`config.mk`:
```
export PLATFORM = sky130hd
export DESIGN_NAME = jedro_1_dmem_arbiter
export DESIGN_NICKNAME = d
export VERILOG_FILES = /design/src/rtl/jedro_1_dmem_pkg.sv /design/src/rtl/jedro_1_rr_arbiter.sv /design/src/rtl/jedro_1_dmem_arbiter.sv
export SDC_FILE = /design/constraint.sdc
export NUM_CORES = 1
export LEC_CHECK = 0
export ABC_AREA = 1
export BUFFER_PORTS_ARGS = -buffer_cell sky130_fd_sc_hd__buf_2
export CAP_MARGIN = 10
export CORE_AREA = 5 5 97 99
export CTS_CLUSTER_DIAMETER = 120
export CTS_CLUSTER_SIZE = 8
export DETAILED_ROUTE_END_ITERATION = 10
export DIE_AREA = 0 0 102 104
export PLACE_DENSITY = 0.54
export SLEW_MARGIN = 40
export SYNTH_ARGS = -nofsm -noshare
export SYNTH_HDL_FRONTEND = slang
export SYNTH_HIERARCHICAL = 1
export SYNTH_SLANG_ARGS = --single-unit
```
`constraint.sdc`:
```
create_clock -name clk_i -period 1 [get_ports clk_i]
set_clock_uncertainty 0.15 [all_clocks]
set_input_delay 0.05 -clock clk_i [delete_from_list [all_inputs] [get_ports clk_i]]
set_output_delay 0.05 -clock clk_i [all_outputs]
set_load 0.02 [all_outputs]
```
`src/rtl/jedro_1_dmem_pkg.sv`:
```
// Shared types for the jedro_1 data-memory arbiter: port count, port index and
// the one-cycle response record.
package jedro_1_dmem_pkg;

   localparam int NUM_PORTS = 2;

   typedef logic [$clog2(NUM_PORTS)-1:0] port_t;

   typedef struct packed {
      port_t port;
      logic  vld;
      logic  err;
   } resp_t;

endpackage

```
`src/rtl/jedro_1_rr_arbiter.sv`:
```
// Two-input grant logic. With JEDRO_1_DMEM_ARB_RR_EN defined, contention goes to
// the port not granted most recently; otherwise port 0 always wins.
module jedro_1_rr_arbiter
   import jedro_1_dmem_pkg::*;
(
`ifdef JEDRO_1_DMEM_ARB_RR_EN
   input  logic                 clk,
   input  logic                 rst,
`endif
   input  logic [NUM_PORTS-1:0] req,
   output logic [NUM_PORTS-1:0] gnt
);

`ifdef JEDRO_1_DMEM_ARB_RR_EN
   // prio names the port that wins the next contention
   port_t prio;

   always_ff @(posedge clk or posedge rst) begin
      if (rst)       prio <= '0;
      else if (|gnt) prio <= ~gnt[1];
   end

   always_comb begin
      gnt = req;
      if (&req) gnt = prio ? 2'b10 : 2'b01;
   end
`else
   assign gnt = {req[1] & ~req[0], req[0]};
`endif

endmodule

```
`src/rtl/jedro_1_dmem_arbiter.sv`:
```
// Shares the single-port data RAM between the core (port 0) and a secondary
// master (port 1). Arbitration mode selected by JEDRO_1_DMEM_ARB_RR_EN.
module jedro_1_dmem_arbiter
   import jedro_1_dmem_pkg::*;
#(
   parameter int DATA_WIDTH = 32,
   parameter int ADDR_WIDTH = 32,
   parameter int RAM_AW     = 10
) (
   input  logic                      clk_i,
   input  logic                      rst_i,
   input  logic [1:0]                req_i,
   input  logic [1:0]                we_i,
   input  logic [2*DATA_WIDTH/8-1:0] be_i,
   input  logic [2*ADDR_WIDTH-1:0]   addr_i,
   input  logic [2*DATA_WIDTH-1:0]   wdata_i,
   output logic [1:0]                gnt_o,
   output logic [1:0]                rvalid_o,
   output logic [1:0]                err_o,
   output logic [DATA_WIDTH-1:0]     rdata_o,
   output logic                      ram_en_o,
   output logic [DATA_WIDTH/8-1:0]   ram_we_o,
   output logic [RAM_AW-1:0]         ram_addr_o,
   output logic [DATA_WIDTH-1:0]     ram_wdata_o,
   input  logic [DATA_WIDTH-1:0]     ram_rdata_i
);

   localparam int BE_W = DATA_WIDTH/8;

   port_t                 sel;
   logic                  acc, oor, we_sel;
   logic [BE_W-1:0]       be_sel;
   logic [ADDR_WIDTH-1:0] addr_sel, word;
   logic [DATA_WIDTH-1:0] wdata_sel;
   resp_t                 resp;
   logic                  resp_rd;

   jedro_1_rr_arbiter u_arb (
`ifdef JEDRO_1_DMEM_ARB_RR_EN
      .clk (clk_i),
      .rst (rst_i),
`endif
      .req (req_i),
      .gnt (gnt_o)
   );

   // Idle cycles select port 0, so the RAM address/data follow the core.
   assign sel = gnt_o[1];

   always_comb begin
      addr_sel    = sel ? addr_i[2*ADDR_WIDTH-1:ADDR_WIDTH] : addr_i[ADDR_WIDTH-1:0];
      wdata_sel   = sel ? wdata_i[2*DATA_WIDTH-1:DATA_WIDTH] : wdata_i[DATA_WIDTH-1:0];
      be_sel      = sel ? be_i[2*BE_W-1:BE_W] : be_i[BE_W-1:0];
      we_sel      = we_i[sel];
      word        = addr_sel >> 2;
      oor         = |(word >> RAM_AW);
      acc         = |gnt_o;
      ram_en_o    = acc & ~oor;
      ram_we_o    = (ram_en_o & we_sel) ? be_sel : '0;
      ram_addr_o  = word[RAM_AW-1:0];
      ram_wdata_o = wdata_sel;
   end

   // resp_rd marks an in-range read whose RAM data is returned next cycle
   always_ff @(posedge clk_i or posedge rst_i) begin
      if (rst_i) begin
         resp    <= '0;
         resp_rd <= 1'b0;
      end else begin
         resp    <= '{port: sel, vld: acc, err: acc & oor};
         resp_rd <= ram_en_o & ~we_sel;
      end
   end

   always_comb begin
      rvalid_o            = '0;
      err_o               = '0;
      rvalid_o[resp.port] = resp.vld;
      err_o[resp.port]    = resp.err;
      rdata_o             = resp_rd ? ram_rdata_i : '0;
   end

endmodule

```
==> results of run 1 <==
## power by group through the flow
stage	Sequential (uW)	Clock (uW)	Combinational [uW]
after floorplan	176	0	452
after global placement	179	0	986
after detailed placement	179	0	993
after CTS	177	347	1170
after global routing	178	363	1320
final	177	337	1220
## cell type report
type	count	area, um^2	area share [%]
Inverter	44	180	5.06
Multi-Input combinational cell	218	1120	31.4
Clock buffer	3	41.3	1.16
Tap cell	108	135	3.80
Sequential cell	4	101	2.85
Timing Repair Buffer	275	1980	55.7
## placed cells by master (no fill, tap or decap), types with 2 or more instances in the layout
cell	instances
sky130_fd_sc_hd__buf_12	4
sky130_fd_sc_hd__buf_2	185
sky130_fd_sc_hd__buf_4	27
sky130_fd_sc_hd__buf_6	49
sky130_fd_sc_hd__buf_8	3
sky130_fd_sc_hd__bufbuf_16	2
sky130_fd_sc_hd__clkbuf_16	3
sky130_fd_sc_hd__clkbuf_8	3
sky130_fd_sc_hd__dfrtp_1	3
sky130_fd_sc_hd__inv_1	8
sky130_fd_sc_hd__inv_2	34
sky130_fd_sc_hd__mux2i_1	4
sky130_fd_sc_hd__nand2_1	140
sky130_fd_sc_hd__nand2_2	12
sky130_fd_sc_hd__nand2_4	25
sky130_fd_sc_hd__nand3_1	2
sky130_fd_sc_hd__nor2_1	27
sky130_fd_sc_hd__nor2_4	5
## what timing repair did
action | in CTS | in global routing
gates cloned | 3 | 4
hold buffers | 1 | 0
resized for setup | 108 | 116
hold endpoints to repair | 4 | 0
buffers inserted | 4 | 0
pin swaps | 11 | 4
endpoints found under the setup margin | 83 | 85
## state kept, by name, indices dropped and copies added (netlist names)
name and cells:
resp_rd 1, resp 3
## worst max-delay path, cell delays in order, from the launching register on
cell                        delay [ns]
sky130_fd_sc_hd__dfrtp_2          0.47
sky130_fd_sc_hd__clkbuf_16        0.22
sky130_fd_sc_hd__nand2_4          0.07
sky130_fd_sc_hd__inv_2            0.03
sky130_fd_sc_hd__buf_6            0.12
## logic make-up after synthesis
| kind of cell | share of synthesized area, % |
|---|---|
| DFF | 8.45 |
| buffers and inverters | 18.9 |
| muxes | 3.38 |
| AOI/OAI and AO/OA | 0.422 |
| and+or+nand+nor | 68.8 |
## per-stage QoR
stage	util (%)	area, um^2	instances
final	42.0	3560	652
after global routing	42.0	3560	652
after CTS	37.5	3170	648
after detailed placement	31.7	2690	637
after global placement	31.7	2690	637
after floorplan	-	1240	279
## layer usage
metal	vias to the layer above	GRT usage (%)
met1	1163	12.9
met3	6	3.15
li1	1325	-
met2	146	27.0
met4	2	2.53
met5	-	0
## worst max path at each step
stage / start / cells after the start / to / slack (ns)
CTS: req_i[1] / 10 / ram_we_o[0] / -0.33
finish: resp_rd$_DFF_PP0_ / 4 / rdata_o[23] / -0.32
global route: req_i[1] / 10 / ram_we_o[0] / -0.40
floorplan: req_i[1] / 8 / ram_we_o[0] / -0.13
detailed placement: req_i[1] / 10 / ram_we_o[0] / -0.45
global placement: req_i[1] / 10 / ram_we_o[0] / -0.44
==> impl_metrics.ini, run 1 <==
[critical_path]
worstPathMaxFanout = 8
crit_arrival_ns = 1.12
worst-setup-path-type = reg2out
crit_path_start_kind = flop
worstSetupEndpointType = output port
cp_required_ns = 0.80

[timing]
grt_setup_unrepaired = true
timing.final.hold_violations = 0
fin_crit_sh_pct = 132
period_needed_ns = 1.32
least_margin_pin_slew_ns = 0.285
timing.final.setup_violations = 83
slew_headroom_pct = 80.4
fin_hold_ws_ns = 0.0315
worst_setup_margin_ns = -0.321
fmax_ghz = 0.757
setup_total_negative_slack_ns = -20.64
final_max_slew_viol_count = 0

[power]
report.power.total_uw = 1730
comb_power_share_pct = 70.3
internal_power_contribution_uw = 1030
switchingPower_uw = 697
power.density_nw_per_um2 = 486
clock_power_share_pct = 19.5
netSwitchingFraction_pct = 40.3
power.ir.vdd_worst_uv = 303
power_leakage_uw = 0.00242
p_seq_share_pct = 10.2

[clock_network]
number_of_cts_inserted_buffers = 3
clock-root-buffer = sky130_fd_sc_hd__clkbuf_8
clkTransAtPathRegs_ns = 0.03
numClockSinks = 4
cts_max_level = 1
tritoncts = yes
cts_buffer_depth = 2

[floorplan]
floorplan.initialDensity_pct = 14.0
io-pin-count = 259
rows = 34
core_area_um2 = 8470
dieArea_um2 = 10600
fp.dieW_um = 102
die_y_um = 104

[routing]
dr.first_iter.drc_count = 35
num_vias = 2642
totalWireLength_um = 8620
routed_vias_inst = 4.05
route.met2.wl_um = 4900
remaining_drc_errors = 0
ant_nets = 0
post_drt_wl_per_cell_um = 13.2
route.top_layer_used = met5
dr_wl_met3_um = 815
detail_route.first_pass.iterations = 4
drt-met1-wl_um = 2830

[grt]
grt_util_all_layers_pct = 13.2
largest_net_degree_at_the_start_of_global_routing = 33
initial_antenna_violation_count = 1
grt_first_pass_wirelength_um = 11400
grt_pass1_vias = 2522
global_route.overflow_total = 0

[placement]
gp_routability_congestion = 0.774
buffer_ports.inserted = 254
pre_cts_slack_ns = -0.453
dp_hpwl_um = 6290

[logic_synthesis]
synth_edf_count = 0
ys_types = 15
post-synth-top-area-cell = sky130_fd_sc_hd__nand2_1
post-synth-top-area-fraction_pct = 55.8
synthTopCellsByCount = sky130_fd_sc_hd__nand2_1, sky130_fd_sc_hd__inv_1, sky130_fd_sc_hd__nor2_1
synth_top_cells_by_area = sky130_fd_sc_hd__nand2_1, sky130_fd_sc_hd__inv_1, sky130_fd_sc_hd__nor2_1
synth_top_flop_cell = sky130_fd_sc_hd__dfrtp_1
async_reset_ff_share_pct = 100
most_frequent_cell_after_synthesis = sky130_fd_sc_hd__nand2_1
synth_cells = 279
ys.warnings.count = 6
syn_nets = 453
postSynthRegisterBits = 4
synth.yosys.seq_area_share_pct = 8.45
post_synth_instance_area_um2 = 1180
avgSynthCellArea_um2 = 4.25

[min_path]
hold_path_stages = 3
hold_path_origin = req_i[0]
hold_end = resp[2]$_DFF_PP0_
min_path_type = in2reg

[cells_and_area]
area_delta_synth_final_pct = 200
nets = 720
post_route_cells_drive_above_1_share_pct = 65.6
fillers = 853
antenna_cells = 0

[flow_run]
drv.max_cap_violation_count = 0

[run_status]
run_status = finished with violations
violations = setup timing
(Power assumes the default switching activity.)
==> run 2: changes to the inputs <==
--- a/config.mk
+++ b/config.mk
@@ -14,6 +14,7 @@
 export DETAILED_ROUTE_END_ITERATION = 10
 export DIE_AREA = 0 0 102 104
 export PLACE_DENSITY = 0.54
+export SETUP_SLACK_MARGIN = 0.1
 export SLEW_MARGIN = 40
 export SYNTH_ARGS = -nofsm -noshare
 export SYNTH_HDL_FRONTEND = slang
==> impl_metrics.ini, run 2 (same netlist as run 1, synthesis figures left out) <==
[critical_path]
worstPathMaxFanout = 8
worstPathBufferInverterCount = 3
critical_path.startpoint = resp_rd$_DFF_PP0_
crit_slowest_cell = sky130_fd_sc_hd__dfrtp_2
critical_path.top_delay_family = flip-flops
worstSetupEndpointType = output port
crit_arrival_ns = 1.12
worstPathCellList = clkbuf_16, nand2_4, inv_2, buf_6
crit_path_start_kind = flop
worst-setup-path-type = reg2out
cp_required_ns = 0.80
timing.critical_path.slowest_cell_delay_ns = 0.46

[timing]
fmax_ghz = 0.757
grt_setup_unrepaired = true
slew_headroom_pct = 86.7
period_needed_ns = 1.32
fin_crit_sh_pct = 132
least_margin_pin_slew_ns = 0.200
timing.final.hold_violations = 1
worst_setup_margin_ns = -0.321
timing.final.setup_violations = 83
fin_hold_ws_ns = -0.00249
final_max_slew_viol_count = 0
setup_total_negative_slack_ns = -20.08

[routing]
totalWireLength_um = 7930
ant_nets = 0
detail_route.first_pass.iterations = 3
routed_vias_inst = 3.95
dr.first_iter.drc_count = 56
remaining_drc_errors = 0
post_drt_wl_per_cell_um = 12.2
num_vias = 2565

[min_path]
hold_end = resp[2]$_DFF_PP0_
hold_path_origin = req_i[0]
min_path_type = in2reg
hold_path_stages = 3

[floorplan]
io-pin-count = 259
rows = 34
fp.dieW_um = 102
floorplan.initialDensity_pct = 14.0
core_area_um2 = 8470
die_y_um = 104
dieArea_um2 = 10600

[cells_and_area]
area_delta_synth_final_pct = 194
layout_top_registers = resp x3, resp_rd x1
utilization_pct = 41.1
final_cell_mix = sky130_fd_sc_hd__buf_2, sky130_fd_sc_hd__nand2_1, sky130_fd_sc_hd__buf_6, sky130_fd_sc_hd__inv_2, sky130_fd_sc_hd__nand2_4
post_layout_nonfiller_instances = 650
antenna_cells = 0
largest_register = resp
nets = 718
flip_flop_count_of_the_largest_register_all_copies_and_words_added = 3
mostFrequentLayoutCell = sky130_fd_sc_hd__buf_2
post_route_cells_drive_above_1_share_pct = 66.4

[clock_network]
number_of_cts_inserted_buffers = 3
numClockSinks = 4
cts_max_level = 1
clkTransAtPathRegs_ns = 0.03
clock-root-buffer = sky130_fd_sc_hd__clkbuf_8
cts_buffer_depth = 2
tritoncts = yes

[power]
power_leakage_uw = 0.00240
power.density_nw_per_um2 = 472
power.ir.vdd_worst_uv = 200

[grt]
grt_util_all_layers_pct = 12.5
largest_net_degree_at_the_start_of_global_routing = 43
global_route.overflow_total = 0
grt_pass1_vias = 2496
grt_first_pass_wirelength_um = 10900
initial_antenna_violation_count = 0

[placement]
dp_hpwl_um = 6290
placed_cells = 638
gp_routability_congestion = 0.736
buffer_ports.inserted = 254

[run_status]
run_status = finished with violations
violations = hold timing, setup timing

[flow_run]
drv.max_cap_violation_count = 0
[run 2: changes by cell type in the layout (fill, tap and decap cells not counted), sizes merged]
| cell | before | now |
|---|---|---|
| bufbuf | 2 | 1 |
| clkbuf | 6 | 5 |
[run 2: layout make-up]
cell class,count,area [um^2]
Clock buffer,3,41.3
Timing Repair Buffer,273,1830
Inverter,44,178
Multi-Input combinational cell,218,1200
Tap cell,108,135
Fill cell,880,4990
Sequential cell,4,101
[run 2: how the worst max path moves through the flow]
stage | to | slack, ns | cells past startpoint
2_1_floorplan | ram_we_o[0] | -0.13 | 8
3_3_place_gp | ram_we_o[0] | -0.42 | 10
3_5_place_dp | ram_we_o[3] | -0.46 | 8
4_1_cts | ram_we_o[1] | -0.37 | 10
5_1_grt | ram_we_o[2] | -0.39 | 8
6_report | rdata_o[11] | -0.32 | 4
[run 2: power breakdown]
| part | total [uW] | switching [uW] | internal, uW |
|---|---|---|---|
| clock network | 333 | 77.1 | 256 |
| registers | 175 | 4.91 | 170 |
| logic | 1130 | 598 | 536 |
[run 2: routing by layer]
| metal | global-route usage, % | part of all wire, % | vias up |
|---|---|---|---|
| met5 | 0 | 0 | - |
| met4 | 2.81 | 0.68 | 0 |
| met3 | 2.41 | 10 | 4 |
| met2 | 25.5 | 56 | 137 |
| met1 | 12.4 | 33 | 1106 |
| li1 | - | - | 1318 |
[run 2: what timing repair did]
action                     4_1_cts  5_1_grt
pin swaps                        9        7
hold buffers                     1        0
setup buffers                    3        1
gates resized for setup         88       56
setup endpoints to repair       85       86
hold endpoints to repair         4        0
cloned                           1        3
[run 2: stage by stage]
step	hold WS, ns	cell area (um^2)	total power (uW)	setup slack, ns
2_1_floorplan	-0.334	1360	635	-0.130
3_3_place_gp	-0.213	2770	1180	-0.422
3_5_place_dp	-0.216	2770	1190	-0.460
4_1_cts	0.0187	3180	1630	-0.367
5_1_grt	0.0183	3480	1770	-0.390
6_report	-0.00249	3480	1640	-0.321
==> run 3: changes to the inputs <==
--- a/config.mk
+++ b/config.mk
@@ -5,15 +5,15 @@
 export SDC_FILE = /design/constraint.sdc
 export NUM_CORES = 1
 export LEC_CHECK = 0
-export ABC_AREA = 1
+export ABC_AREA = 0
 export BUFFER_PORTS_ARGS = -buffer_cell sky130_fd_sc_hd__buf_2
 export CAP_MARGIN = 10
-export CORE_AREA = 5 5 97 99
+export CORE_AREA = 5 5 98 100
 export CTS_CLUSTER_DIAMETER = 120
 export CTS_CLUSTER_SIZE = 8
 export DETAILED_ROUTE_END_ITERATION = 10
-export DIE_AREA = 0 0 102 104
-export PLACE_DENSITY = 0.54
+export DIE_AREA = 0 0 103 105
+export PLACE_DENSITY = 0.55
 export SETUP_SLACK_MARGIN = 0.1
 export SLEW_MARGIN = 40
 export SYNTH_ARGS = -nofsm -noshare
==> impl_metrics.ini, run 3 <==
[power]
power.density_nw_per_um2 = 506
power_leakage_uw = 0.00197
switchingPower_uw = 648
internal_power_contribution_uw = 1260
clock_power_share_pct = 17.4
netSwitchingFraction_pct = 34.0
comb_power_share_pct = 73.4
power.ir.vdd_worst_uv = 284
p_seq_share_pct = 9.2

[run_status]
violations = setup timing
run_status = finished with violations

[floorplan]
core_area_um2 = 8590
floorplan.initialDensity_pct = 12.7
die_y_um = 105
fp.dieW_um = 103
io-pin-count = 259
rows = 34
dieArea_um2 = 10800

[logic_synthesis]
ys_types = 23
most_frequent_cell_after_synthesis = sky130_fd_sc_hd__mux2_2
syn_nets = 302
synth_top_cells_by_area = sky130_fd_sc_hd__mux2_2, sky130_fd_sc_hd__and2_1, sky130_fd_sc_hd__dfrtp_1
post-synth-top-area-fraction_pct = 43.2
postSynthRegisterBits = 4
synth_top_flop_cell = sky130_fd_sc_hd__dfrtp_1
post-synth-top-area-cell = sky130_fd_sc_hd__mux2_2
avgSynthCellArea_um2 = 8.55
synth_cells = 128
synth.yosys.seq_area_share_pct = 9.14
synth_edf_count = 0
ys.warnings.count = 6
async_reset_ff_share_pct = 100
synthTopCellsByCount = sky130_fd_sc_hd__mux2_2, sky130_fd_sc_hd__and2_1, sky130_fd_sc_hd__nor2_1
post_synth_instance_area_um2 = 1090

[timing]
grt_setup_unrepaired = true
fin_hold_ws_ns = 0.0678
final_max_slew_viol_count = 0
fmax_ghz = 0.679
slew_headroom_pct = 82.9
fin_crit_sh_pct = 147
timing.final.hold_violations = 0
timing.final.setup_violations = 85
worst_setup_margin_ns = -0.472
least_margin_pin_slew_ns = 0.250
period_needed_ns = 1.47

[clock_network]
cts_buffer_depth = 2
clock-root-buffer = sky130_fd_sc_hd__clkbuf_8
tritoncts = yes
number_of_cts_inserted_buffers = 3
numClockSinks = 4
clkTransAtPathRegs_ns = 0.03
cts_max_level = 1

[critical_path]
cp_required_ns = 0.80
critical_path.top_delay_family = buffers and inverters
crit_arrival_ns = 1.27
critical_path.most_common_cell = sky130_fd_sc_hd__buf_12
worstPathMaxFanout = 9
worstPathBufferInverterCount = 5
worst-setup-path-type = in2out
worstSetupEndpointType = output port
crit_path_start_kind = input pin
crit_slowest_cell = sky130_fd_sc_hd__mux2_2
worstPathCellList = buf_8, nor2b_4, buf_12, buf_12, buf_12, mux2_2, buf_2
timing.critical_path.slowest_cell_delay_ns = 0.34

[min_path]
min_path_type = in2reg

[placement]
gp_routability_congestion = 0.768
placed_cells = 493
buffer_ports.inserted = 254
dp_hpwl_um = 6410

[grt]
initial_antenna_violation_count = 0
grt_pass1_vias = 2419
grt_util_all_layers_pct = 13.8
grt_first_pass_wirelength_um = 11800
largest_net_degree_at_the_start_of_global_routing = 10
global_route.overflow_total = 0

[routing]
num_vias = 2141
post_drt_wl_per_cell_um = 16.2
detail_route.first_pass.iterations = 3
ant_nets = 0
totalWireLength_um = 8350
routed_vias_inst = 4.17
remaining_drc_errors = 0
dr.first_iter.drc_count = 34

[cells_and_area]
post_layout_nonfiller_instances = 514
mostFrequentLayoutCell = sky130_fd_sc_hd__buf_2
final_cell_mix = sky130_fd_sc_hd__buf_2, sky130_fd_sc_hd__buf_6, sky130_fd_sc_hd__and2_4, sky130_fd_sc_hd__mux2_4, sky130_fd_sc_hd__buf_4
nets = 582
post_route_cells_drive_above_1_share_pct = 93.8
area_delta_synth_final_pct = 244
antenna_cells = 0
flip_flop_count_of_the_largest_register_all_copies_and_words_added = 3
layout_top_registers = resp x3, resp_rd x1
largest_register = resp

[flow_run]
drv.max_cap_violation_count = 0
run 3: path summary, 6_finish.rpt:
check,start,to,slack [ns],cells after the start
min,we_i[1],resp_rd$_DFF_PP0_,0.07,3
max,req_i[0],ram_wdata_o[2],-0.47,7
max in group asynchronous,rst_i,resp_rd$_DFF_PP0_,0.41,3
min in group asynchronous,rst_i,resp[1]$_DFF_PP0_,0.13,3
run 3: cell type report:
class	count	area, um^2
Tap cell	108	135
Clock buffer	3	41.3
Sequential cell	4	101
Fill cell	813	4830
Multi-Input combinational cell	112	1250
Inverter	2	7.51
Timing Repair Buffer	285	2230
run 3: logic make-up after synthesis:
logic type             synth area share, %
AO/OA/AOI/OAI                         2.74
multiplexers                          46.9
AND/OR/NAND/NOR                       36.1
buffers and inverters                 5.14
flip-flops                            9.14
run 3: repair_timing:
action,CTS,global route
pin swaps,9,6
buffers inserted,11,2
setup endpoints to repair,86,87
gates resized for setup,167,48
endpoints found under the hold margin,4,0
hold buffers,1,0
cloned,8,0
run 3: metal layers:
metal,up-vias,global-route usage (%),share of wire [%]
met1,956,13.0,31
li1,1014,-,-
met4,0,3.33,1.5
met2,159,28.7,56
met3,12,2.86,12
met5,-,0,0
run 3: power by group through the flow:
stage               clock, uW  sequential (uW)  combinational, uW
CTS                       342              175               1300
detailed placement          0              176               1000
finish                    332              175               1400
floorplan                   0              175                455
global route              351              176               1490
global placement            0              175                994
run 3: metrics by stage:
step	instance area [um^2]	setup WS (ns)	utilization [%]	setup TNS [ns]	total power, uW
global placement	2730	-0.500	31.8	-19.28	1170
finish	3770	-0.472	43.8	-27.30	1910
global route	3770	-0.534	43.8	-30.79	2020
floorplan	1260	-0.249	-	-9.92	630
CTS	3690	-0.491	42.9	-32.00	1820
detailed placement	2730	-0.519	31.8	-20.44	1180
